===== config.mk =====
export PLATFORM = sky130hd
export DESIGN_NAME = vga_timing_gen
export DESIGN_NICKNAME = d
export VERILOG_FILES = /design/src/rtl/vga_timing_pkg.sv /design/src/rtl/vga_timing_gen.sv
export SDC_FILE = /design/constraint.sdc
export NUM_CORES = 1
export LEC_CHECK = 0
export CAP_MARGIN = 25
export CORE_MARGIN = 1
export CORE_UTILIZATION = 39
export CTS_BUF_LIST = sky130_fd_sc_hd__clkbuf_16
export DETAILED_ROUTE_END_ITERATION = 7
export MAX_ROUTING_LAYER = met4
export SKIP_LAST_GASP = 1
export SLEW_MARGIN = 30
export SYNTH_ARGS = -nofsm -noshare
export SYNTH_HDL_FRONTEND = slang
export SYNTH_SLANG_ARGS = --single-unit

===== constraint.sdc =====
create_clock -name clk -period 1.9 [get_ports clk]
set_input_delay 0.19 -clock clk [delete_from_list [all_inputs] [get_ports clk]]
set_output_delay 0.19 -clock clk [all_outputs]
set_load 0.02 [all_outputs]

===== src/rtl/vga_timing_pkg.sv =====
// Shared VGA 640x480@60 timing constants, position type and small decode helpers.
// Consumers (the timing generator and the character renderer) take their
// defaults from here so the raster geometry is defined in one place.
package vga_timing_pkg;

    // Clock cycles per pixel: 100 MHz system clock -> 25 MHz pixel rate.
    localparam int unsigned VGA_CLK_DIV  = 4;

    // Horizontal timing in pixels.
    localparam int unsigned VGA_H_ACTIVE = 640;
    localparam int unsigned VGA_H_FP     = 16;
    localparam int unsigned VGA_H_SYNC   = 96;
    localparam int unsigned VGA_H_BP     = 48;
    localparam int unsigned VGA_H_TOTAL  = VGA_H_ACTIVE + VGA_H_FP + VGA_H_SYNC + VGA_H_BP;

    // Vertical timing in lines.
    localparam int unsigned VGA_V_ACTIVE = 480;
    localparam int unsigned VGA_V_FP     = 10;
    localparam int unsigned VGA_V_SYNC   = 2;
    localparam int unsigned VGA_V_BP     = 33;
    localparam int unsigned VGA_V_TOTAL  = VGA_V_ACTIVE + VGA_V_FP + VGA_V_SYNC + VGA_V_BP;

    // Inclusive sync windows, derived from the active and front-porch widths.
    localparam int unsigned VGA_H_SYNC_LO = VGA_H_ACTIVE + VGA_H_FP;
    localparam int unsigned VGA_H_SYNC_HI = VGA_H_SYNC_LO + VGA_H_SYNC - 1;
    localparam int unsigned VGA_V_SYNC_LO = VGA_V_ACTIVE + VGA_V_FP;
    localparam int unsigned VGA_V_SYNC_HI = VGA_V_SYNC_LO + VGA_V_SYNC - 1;

    // Raster counters are plain unsigned 10-bit values.
    localparam int unsigned CNT_W = 10;
    typedef logic [CNT_W-1:0] cnt_t;

    // A raster position, horizontal then vertical.
    typedef struct packed {
        cnt_t h;
        cnt_t v;
    } vga_pos_t;

    // True when val lies in the inclusive window [lo, hi].
    function automatic logic in_window(cnt_t val, cnt_t lo, cnt_t hi);
        return (val >= lo) && (val <= hi);
    endfunction

endpackage


===== src/rtl/vga_timing_gen.sv =====
// VGA raster timing generator: divides clk down to a pixel strobe, walks the
// horizontal/vertical raster and presents a fully registered, self-consistent
// set of position, blanking and sync outputs, plus a per-frame frozen level.
module vga_timing_gen
    import vga_timing_pkg::*;
#(
    parameter int unsigned CLK_DIV  = VGA_CLK_DIV,
    parameter int unsigned H_ACTIVE = VGA_H_ACTIVE,
    parameter int unsigned H_FP     = VGA_H_FP,
    parameter int unsigned H_SYNC   = VGA_H_SYNC,
    parameter int unsigned H_BP     = VGA_H_BP,
    parameter int unsigned V_ACTIVE = VGA_V_ACTIVE,
    parameter int unsigned V_FP     = VGA_V_FP,
    parameter int unsigned V_SYNC   = VGA_V_SYNC,
    parameter int unsigned V_BP     = VGA_V_BP
) (
    input  logic       clk,
    input  logic       rst_n,
    input  logic [4:0] level_in,
    output logic       pix_en,
    output logic [9:0] hcnt,
    output logic [9:0] vcnt,
    output logic       active,
    output logic       hsync,
    output logic       vsync,
    output logic       frame_start,
    output logic [4:0] level_out
);

    localparam int unsigned H_TOTAL = H_ACTIVE + H_FP + H_SYNC + H_BP;
    localparam int unsigned V_TOTAL = V_ACTIVE + V_FP + V_SYNC + V_BP;

    // Divider width; a divide-by-one still needs a one-bit counter.
    localparam int unsigned DivW    = (CLK_DIV > 1) ? $clog2(CLK_DIV) : 1;
    localparam logic [DivW-1:0] DivLast = DivW'(CLK_DIV - 1);
    localparam logic [DivW-1:0] DivOne  = DivW'(1);

    localparam cnt_t HLast    = cnt_t'(H_TOTAL - 1);
    localparam cnt_t VLast    = cnt_t'(V_TOTAL - 1);
    localparam cnt_t HActive  = cnt_t'(H_ACTIVE);
    localparam cnt_t VActive  = cnt_t'(V_ACTIVE);
    localparam cnt_t HSyncLo  = cnt_t'(H_ACTIVE + H_FP);
    localparam cnt_t HSyncHi  = cnt_t'(H_ACTIVE + H_FP + H_SYNC - 1);
    localparam cnt_t VSyncLo  = cnt_t'(V_ACTIVE + V_FP);
    localparam cnt_t VSyncHi  = cnt_t'(V_ACTIVE + V_FP + V_SYNC - 1);
    localparam cnt_t CntOne   = cnt_t'(1);

    logic [DivW-1:0] div_q, div_d;
    logic            tick;

    // Position that the next tick will present. Keeping it separate from the
    // presented counters lets reset show (0,0) as idle and still have the
    // first tick after release present (0,0) rather than (1,0).
    vga_pos_t        nxt_q, nxt_d;
    logic            at_origin;

    cnt_t            hcnt_q, hcnt_d;
    cnt_t            vcnt_q, vcnt_d;
    logic            pix_en_q, pix_en_d;
    logic            frame_start_q, frame_start_d;
    logic            active_q, active_d;
    logic            hsync_q, hsync_d;
    logic            vsync_q, vsync_d;
    logic [4:0]      level_q, level_d;

    // Pixel clock divider: free-running 0..CLK_DIV-1, tick on the last count.
    always_comb begin
        tick  = (div_q == DivLast);
        div_d = tick ? '0 : div_q + DivOne;
    end

    // Raster walk: advance the upcoming position once per tick, wrapping both
    // axes on the same tick at the bottom-right corner.
    always_comb begin
        nxt_d     = nxt_q;
        at_origin = (nxt_q.h == '0) && (nxt_q.v == '0);
        if (tick) begin
            if (nxt_q.h == HLast) begin
                nxt_d.h = '0;
                nxt_d.v = (nxt_q.v == VLast) ? '0 : nxt_q.v + CntOne;
            end else begin
                nxt_d.h = nxt_q.h + CntOne;
            end
        end
    end

    // Output decode: on a tick every output moves to describe the same new
    // position; between ticks everything holds and the strobes drop.
    always_comb begin
        hcnt_d        = hcnt_q;
        vcnt_d        = vcnt_q;
        active_d      = active_q;
        hsync_d       = hsync_q;
        vsync_d       = vsync_q;
        level_d       = level_q;
        pix_en_d      = tick;
        frame_start_d = 1'b0;
        if (tick) begin
            hcnt_d        = nxt_q.h;
            vcnt_d        = nxt_q.v;
            active_d      = (nxt_q.h < HActive) && (nxt_q.v < VActive);
            hsync_d       = !in_window(nxt_q.h, HSyncLo, HSyncHi);
            vsync_d       = !in_window(nxt_q.v, VSyncLo, VSyncHi);
            frame_start_d = at_origin;
            // Freeze the status level for the whole frame that starts here.
            if (at_origin) begin
                level_d = level_in;
            end
        end
    end

    // State and output registers; reset aborts any frame in progress at once.
    always_ff @(posedge clk or negedge rst_n) begin
        if (!rst_n) begin
            div_q         <= '0;
            nxt_q         <= '0;
            hcnt_q        <= '0;
            vcnt_q        <= '0;
            pix_en_q      <= 1'b0;
            frame_start_q <= 1'b0;
            active_q      <= 1'b0;
            hsync_q       <= 1'b1;
            vsync_q       <= 1'b1;
            level_q       <= '0;
        end else begin
            div_q         <= div_d;
            nxt_q         <= nxt_d;
            hcnt_q        <= hcnt_d;
            vcnt_q        <= vcnt_d;
            pix_en_q      <= pix_en_d;
            frame_start_q <= frame_start_d;
            active_q      <= active_d;
            hsync_q       <= hsync_d;
            vsync_q       <= vsync_d;
            level_q       <= level_d;
        end
    end

    assign pix_en      = pix_en_q;
    assign hcnt        = hcnt_q;
    assign vcnt        = vcnt_q;
    assign active      = active_q;
    assign hsync       = hsync_q;
    assign vsync       = vsync_q;
    assign frame_start = frame_start_q;
    assign level_out   = level_q;

endmodule

# Word level (Yosys, flattened, before mapping)
# Cells that the tools add are included.
# Widths: inputs -> output; s select.
# totals
register_bits,52
latch_bits,0
ram_bits,0
romBits,0
input_bits,7
word_cells,37
memories,0
# classes
add_sub_neg,3
multipliers,0
n_div,0
order_cmp,6
eq_ne,3
n_shift,0
n_mux,4
bitwise_logic,0
n_reduce_logical,10
# op_table
operator,n
$add 10x1->10 const B,2
$eq 10x10->1 const B,2
$logic_not 10->1,2
$mux 10,2
$ge 10x10->1 const B,1
$ge 10x9->1 const B,1
$le 10x10->1 const B,1
$le 10x9->1 const B,1
$lt 10x10->1 const B,1
$lt 10x9->1 const B,1
$logic_and 1x1->1,4
$reduce_and 2->1,2
$add 2x1->2 const B,1
$eq 2x2->1 const B,1
$logic_not 1->1,2
$mux 2,1
$mux 1,1

# Logic depth before layout (Yosys ltp)
# Gate-level depths: netlist (run 1).
# logic_depth
word_depth,3
ltp_mapped,6
ltp_nobuf,6

# Worst setup path after synthesis (run 1)
# No wires, ideal clock.
# synth_timing
kind,register -> register
from,register nxt_q[1] in the netlist's numbering
to,"register level_q[0], in the netlist level_out[0]"
setup_ns,0.125
t_arrival_ns,1.595
t_required_ns,1.775
slack_ns,0.180
path_stages_with_launch,7
path_buffers,0
period_less_slack_ns,1.720
cell_sequence,dfrtp_1 inv_1 ha_1 nor2b_1 nand2_2 nor3_4 mux2_2
# synth_between
elab_chain_len,3
# synth_rtl
element,line_no,source
start: declaration,vga_timing_gen.sv:54,"vga_pos_t nxt_q, nxt_d;"
start signal: assignment,vga_timing_gen.sv:127,nxt_q <= nxt_d;
$logic_not 10->1,vga_timing_gen.sv:76,at_origin = (nxt_q.h == '0) && (nxt_q.v == '0);
$logic_and 1x1->1,vga_timing_gen.sv:76,
$reduce_and 2->1 (no source line),n/a,
end signal: assignment,vga_timing_gen.sv:135,level_q <= level_d;
end: declaration,vga_timing_gen.sv:64,"logic [4:0] level_q, level_d;"
# No other way between the ends.
# A chain may end at the register's enable or synchronous reset.

# Worst setup path in the final report (run 1)
# layout_timing
from,register nxt_q[11] in the netlist's numbering
to,"register level_q[2], in the netlist level_out[2]"
# The elaborated chain is that of the path after synthesis.

==> metrics, run 1 <==
outcome=finished clean; Syn-to-layout area delta=27.7%; nets=267; Mean Syn Cell Area=12.0 sq um; Core ar.=0.00596 sq mm; routability cong.=0.808; largest net degree at the start of global routing=22; commonest non-fill, non-tap cell in the layout=dfrtp_1; vias in the first global route=1614; antenna violations before repair=0; Layout Skew=0.00581 ns; final period utilization=0.949; via count=1682; fraction of power consumed by sequential logic=0.554; first-pass GRT wire length=7.97 mm; final setup fails=0; CP Cell Sequence=inv_1, ha_2, nor4b_2, nand3_1, nor3_4, mux2_2; Post-Synth Simple-Gate Area=0.176; Power Dens Cells=648 mW/mm^2; Final Slew Violations=0; Synth Area in Adders=0.0257; Initial Utilization=0.408; Leak=0.00139 uW; type of element capturing the critical path=flip-flop; unrepaired setup endpoints after global routing=true; internal power=1610 uW; Post-Synth XOR/XNOR Area=0.0396; row count=28; TritonCTS buffer count=5; clk root buf=clkbuf_16; Max Buffers Root-to-Sink=2; sequential-to-total area share from yosys stat=0.536; WL final=4.86 mm; CP max-delay cell=dfrtp_1; CTS clk-pin slew, worst paths=0.06 ns; total gr overflow=0; Ys Warns=0; Psw=400 uW; fin util=0.521; I/O Pins=37; Total Routing Usage GR=0.169; Crit Path Max Fanout=5; commonest cells after routing, fill and taps aside=50 x dfrtp_1, 35 x clkdlybuf4s50_1, 24 x mux2_2; worst skew pair latency=0.28 ns; HP Class=input port to asynchronous set/reset pin; Clk network pwr share=0.417; htree depth=2; Avg Vias per Cell=5.08; max_cap viols=0; Mapped Cells=203; Critical Path Source=nxt_q[11]$_DFFE_PN0P_; sw frac=0.199; Synth Net Count=215; Iteration-0 DRC Markers=80; dpl hpwl=3.55 mm; Tightest Pin Transition=0.436 ns; Die X=81.0 um; length of the first detailed-routing pass in iterations=4; drc violations=0; Seq cells post-synth=52; Comb power frac=0.029; CTS tree=done; main combinational cell family by area after synthesis=simple AND/OR/NAND/NOR gates; Routed Antenna Nets=0; Overall Power=2010 uW; CP arrival=1.97 ns; IO Port Bufs=36; Wirelength per Cell=14.7 um; CP peak stage delay=0.39 ns; Mapped Area=0.00243 sq mm; FMAX=0.554 GHz; crit path kind=flip-flop to flip-flop; layout cells sized above 1=0.254; post-synthesis compound-gate area fraction=0.0494; final hold violations=0; worst vdd ir=0.391 mV; slew margin rel.=0.710; die height=81.0 um; WP buf/inv=1; Critical R2R Launch=nxt_q[11]$_DFFE_PN0P_; fin crit period=1.80 ns; Critical Path RT=2.07 ns; area of the die=0.00655 sq mm; clk sink count=52; Distinct cells, synth=47; Ant. Diodes=0; Crit path max-delay family=simple AND/OR/NAND/NOR gates; post-synthesis mux area share=0.120; startpoint types=flip-flop
==> metal layers <==
| layer | global-route usage | vias up | routed length (um) | part of all wire |
|---|---|---|---|---|
| li1 | - | 819 | - | - |
| met1 | 0.234 | 817 | 2370 | 0.49 |
| met2 | 0.253 | 40 | 2260 | 0.46 |
| met3 | 0.0281 | 6 | 166 | 0.034 |
| met4 | 0.0536 | 0 | 70 | 0.014 |
| met5 | - | - | 0 | 0 |
==> final timing paths <==
check / end / slack, ns / cells past startpoint
setup reg to reg: level_out[2]$_DFFE_PN0P_ / 0.1 / 6
hold / removal: level_out[4]$_DFFE_PN0P_ / 0.38 / 2
min in group clk: div_q[0]$_DFF_PN0_ / 0.43 / 1
max in group asynchronous: vcnt[3]$_DFFE_PN0P_ / 0.90 / 3
hold reg to reg: div_q[0]$_DFF_PN0_ / 0.43 / 1
setup / recovery: level_out[2]$_DFFE_PN0P_ / 0.1 / 6
==> repair_timing <==
| action | CTS | global route |
|---|---|---|
| endpoints found under the setup margin | 1 | 5 |
| resized for setup | 1 | 2 |
| hold endpoints to repair | 17 | 0 |
| setup buffers | 0 | 1 |
| hold buffers | 1 | 0 |
| pin swaps | 2 | 1 |
==> metrics by stage <==
step                instance area, sq um  TNS [ns]  setup WS (ns)  hold slack [ns]  instances
finish                              3100         0         0.0961            0.377        331
global placement                    2940         0         0.0659            0.161        321
CTS                                 3090         0         0.0310            0.400        330
floorplan                           2430         0          0.180           -0.106        203
detailed placement                  2940         0         0.0106            0.165        321
global route                        3100   -0.0217        -0.0137            0.428        331
==> cell usage after synthesis, drive strengths merged <==
cell type | count | area [sq um]
dfrtp | 50 | 1250
mux2 | 25 | 282
buf | 13 | 85.1
nand2 | 13 | 51.3
nor2 | 13 | 48.8
nand3 | 11 | 67.6
o21ai | 9 | 45.0
inv | 7 | 26.3
xor2 | 6 | 52.6
ha | 5 | 62.6
nand4 | 5 | 31.3
nor3 | 5 | 36.3
nor4 | 5 | 58.8
xnor2 | 5 | 43.8
and4 | 3 | 27.5
a31oi | 2 | 12.5
clkbuf | 2 | 18.8
dfstp | 2 | 52.6
nand2b | 2 | 12.5
nor2b | 2 | 12.5
nor4b | 2 | 17.5
o31ai | 2 | 15.0
a211o | 1 | 8.76
a21oi | 1 | 5.00
a41oi | 1 | 8.76
and3 | 1 | 6.26
and4b | 1 | 10.0
and4bb | 1 | 12.5
mux2i | 1 | 10.0
nand3b | 1 | 7.51
nand4b | 1 | 8.76
nand4bb | 1 | 11.3
o22ai | 1 | 6.26
o2bb2a | 1 | 10.0
o41ai | 1 | 8.76
or3 | 1 | 6.26
==> power by group through the flow <==
stage	clock network, uW	logic [uW]	registers, uW
after floorplan	0	4.41	1140
after global placement	0	59.8	1140
after detailed placement	0	60.1	1140
after CTS	871	61.8	1110
after global routing	913	66.7	1110
final	839	58.8	1120
==> worst register-to-register path, stage by stage, from the launching register on <==
cell	delay (ns)
dfrtp_1	0.39
inv_1	0.09
ha_2	0.18
nor4b_2	0.18
nand3_1	0.15
nor3_4	0.32
mux2_2	0.38
==> registers in the layout (all words and copies together) (netlist names) <==
register and cells:
nxt_q 20, hcnt 10, vcnt 10, level_out 5, div_q 2, active 1
frame_start 1, hsync 1, pix_en 1, vsync 1
==> cell type report <==
| type | count | area (sq um) |
|---|---|---|
| clock buffer | 5 | 125 |
| clock inverter | 3 | 11.3 |
| fill | 535 | 2850 |
| inverter | 7 | 26.3 |
| multi-input combinational | 129 | 1010 |
| sequential | 52 | 1300 |
| tap | 75 | 93.8 |
| timing repair buffer | 60 | 538 |
==> cells by family after synthesis <==
| logic type | Yosys count |
|---|---|
| compound gates | 19 |
| xor+xnor | 11 |
| fa+ha+maj | 5 |
| buf+inv | 22 |
| flops | 52 |
| mux | 26 |
| simple gates | 68 |
Power figures use the tool's default switching activity.
==> inputs of run 2 (changes only) <==
Settings changed: HOLD_SLACK_MARGIN set to 0.03, RECOVER_POWER set to 100.
Clock period 1.9 ns to 1.6 ns, I/O delays scaled along.
==> run 2 against run 1 <==
Critical path type unchanged; critical endpoint is now nxt_q[3]$_DFFE_PN0P_; largest power group unchanged; first-iteration DRC count up 5.0%; global-route usage up 1.9 points; the flow now finishes with violations (setup timing); clock skew up 0.0024 ns; wire length up 13%; worst setup slack worse by 0.20 ns; via count up 8.1%; power up 20%.
==> metrics, run 2 (same netlist as run 1, synthesis figures left out) <==
outcome=finished, violations left; failing checks=setup timing; final setup fails=28 (+28); Total Routing Usage GR=0.188 (+0.0193); row count=28 (unchanged); IO Port Bufs=36 (unchanged); first-pass GRT wire length=9.07 mm (+14%); commonest non-fill, non-tap cell in the layout=dfrtp_1; largest net degree at the start of global routing=53 (+140%); nets=291 (+9.0%); max_cap viols=0 (unchanged); Avg Vias per Cell=5.12 (+0.83%); antenna violations before repair=0 (unchanged); crit path kind=flip-flop to flip-flop; TNS Setup=-1.02 ns (-1.02 ns); dpl hpwl=3.58 mm (+1.1%); slew margin rel.=0.519 (-0.191); final period utilization=1.06 (+0.115); die height=81.0 um (unchanged); Fill cells=508 (-5.0%); I/O Pins=37 (unchanged); Syn-to-layout area delta=43.4%; layout cells sized above 1=0.389 (+0.135); number of flip-flops in the largest register=20 (unchanged); FMAX=0.587 GHz (+5.9%); total gr overflow=0 (unchanged); Largest Register=nxt_q; drc violations=0 (unchanged); CP arrival=1.93 ns (-0.04 ns); hold slack final=0.449 ns (+0.0719 ns); CP Cell Sequence=buf_6, ha_4, and4bb_1, nand4_1, buf_6, nor4b_2, a211o_1; worst vdd ir=0.611 mV (+56%); Initial Utilization=0.408 (unchanged); CTS tree=done; final worst setup slack=-0.103 ns (-0.199 ns); commonest cells after routing, fill and taps aside=50 x dfrtp_1, 34 x buf_4, 29 x dlygate4sd3_1; Crit path max-delay family=simple AND/OR/NAND/NOR gates; WL final=5.51 mm (+13%); unrepaired setup endpoints after global routing=true; Crit Path Max Fanout=5 (unchanged); Ant. Diodes=0 (unchanged); Critical Path RT=1.82 ns (-0.25 ns); Die X=81.0 um (unchanged); routability cong.=0.828 (+2.5%); startpoint types=flip-flop; Iteration-0 DRC Markers=84 (+5.0%); clk sink count=52 (unchanged); worst skew pair latency=0.29 ns (about the same); HP Class=flip-flop to flip-flop; Power Dens Cells=692 mW/mm^2 (+6.7%); clk root buf=clkbuf_16; area of the die=0.00655 sq mm (unchanged); length of the first detailed-routing pass in iterations=4 (unchanged); htree depth=2 (unchanged); TritonCTS buffer count=5 (unchanged); Leak=0.00167 uW (+20%); WP buf/inv=2 (+1); final hold violations=0 (unchanged); Tightest Pin Transition=0.722 ns (+0.286 ns); Design Area, Final=0.00349 sq mm (+12%); type of element capturing the critical path=flip-flop; Most Frequent Cell on Critical Path=buf_6; Overall Power=2410 uW (+20%); fin crit period=1.70 ns (-0.101 ns); CP peak stage delay=0.38 ns (about the same); via count=1819 (+8.1%); Routed Antenna Nets=0 (unchanged); CTS clk-pin slew, worst paths=0.07 ns (about the same); Core ar.=0.00596 sq mm (unchanged); vias in the first global route=1889 (+17%); CP max-delay cell=dfrtp_1; Final Slew Violations=0 (unchanged); Wirelength per Cell=15.5 um (+5.6%); Max Buffers Root-to-Sink=2 (unchanged); DP Area=0.00311 sq mm (+5.7%); Layout Skew=0.00822 ns (+0.00242 ns)
## run 2: cell types whose count changed in the layout (fill, tap and decap cells not counted), sizes merged
cell           change
inv                +1
clkinv             -1
buf               +18
clkbuf             +7
dlygate4sd3       +28
clkdlybuf4s50     -29
## run 2: area by class of cell
type | count | area [sq um] | area share
clock inverters | 3 | 11.3 | 0.00323
clock buffers | 5 | 125 | 0.0359
repair buffers | 84 | 729 | 0.209
multi-input cells | 129 | 1200 | 0.343
flip-flops and latches | 52 | 1300 | 0.374
inverters | 7 | 26.3 | 0.00754
well taps | 75 | 93.8 | 0.0269
## run 2: metrics by stage
stage,cells,setup slack [ns],util
after floorplan,203,-0.0735,-
after global placement,340,-0.158,0.522
after detailed placement,340,-0.175,0.522
after CTS,354,-0.0790,0.574
after global routing,355,-0.208,0.585
final,355,-0.103,0.585
## run 2: path summary, 6_finish.rpt
check                                       end  cells after the start                   from  slack (ns)
max in group asynchronous   vcnt[2]$_DFFE_PN0P_                      3                  rst_n        0.56
hold reg to reg              div_q[0]$_DFF_PN0_                      1     div_q[0]$_DFF_PN0_        0.45
hold / removal               div_q[0]$_DFF_PN0_                      1     div_q[0]$_DFF_PN0_        0.45
min in group asynchronous   vcnt[5]$_DFFE_PN0P_                      3                  rst_n        0.57
setup / recovery           nxt_q[3]$_DFFE_PN0P_                      7  nxt_q[11]$_DFFE_PN0P_       -0.10
setup reg to reg           nxt_q[3]$_DFFE_PN0P_                      7  nxt_q[11]$_DFFE_PN0P_       -0.10
## run 2: repair_timing
| action | 4_1_cts | 5_1_grt |
|---|---|---|
| hold buffers | 1 | 0 |
| buffers inserted | 4 | 2 |
| gates cloned | 1 | 0 |
| gates resized for setup | 30 | 20 |
| pin swaps | 16 | 9 |
| hold endpoints to repair | 50 | 0 |
| endpoints found under the setup margin | 16 | 21 |
## run 2: per-layer routing
metal | routed length [um] | track usage | vias up
met2 | 2740 | 0.313 | 38
met5 | 0 | - | -
met1 | 2490 | 0.228 | 900
met4 | 100 | 0.0571 | 0
li1 | - | - | 871
met3 | 177 | 0.0427 | 10
## run 2: power breakdown
| part | internal, uW | total [uW] | switching (uW) |
|---|---|---|---|
| Combinational | 30.1 | 69.8 | 39.7 |
| Sequential | 1320 | 1320 | 3.45 |
| Clock | 564 | 1020 | 454 |
| Total | 1920 | 2410 | 497 |
## run 2: worst reg2reg max path, delay by kind of cell (launching register included)
family,cells,cell delay (ns)
simple gates,3,0.67
buf+inv,2,0.32
flops,1,0.38
compound gates,1,0.14
fa+ha+maj,1,0.12
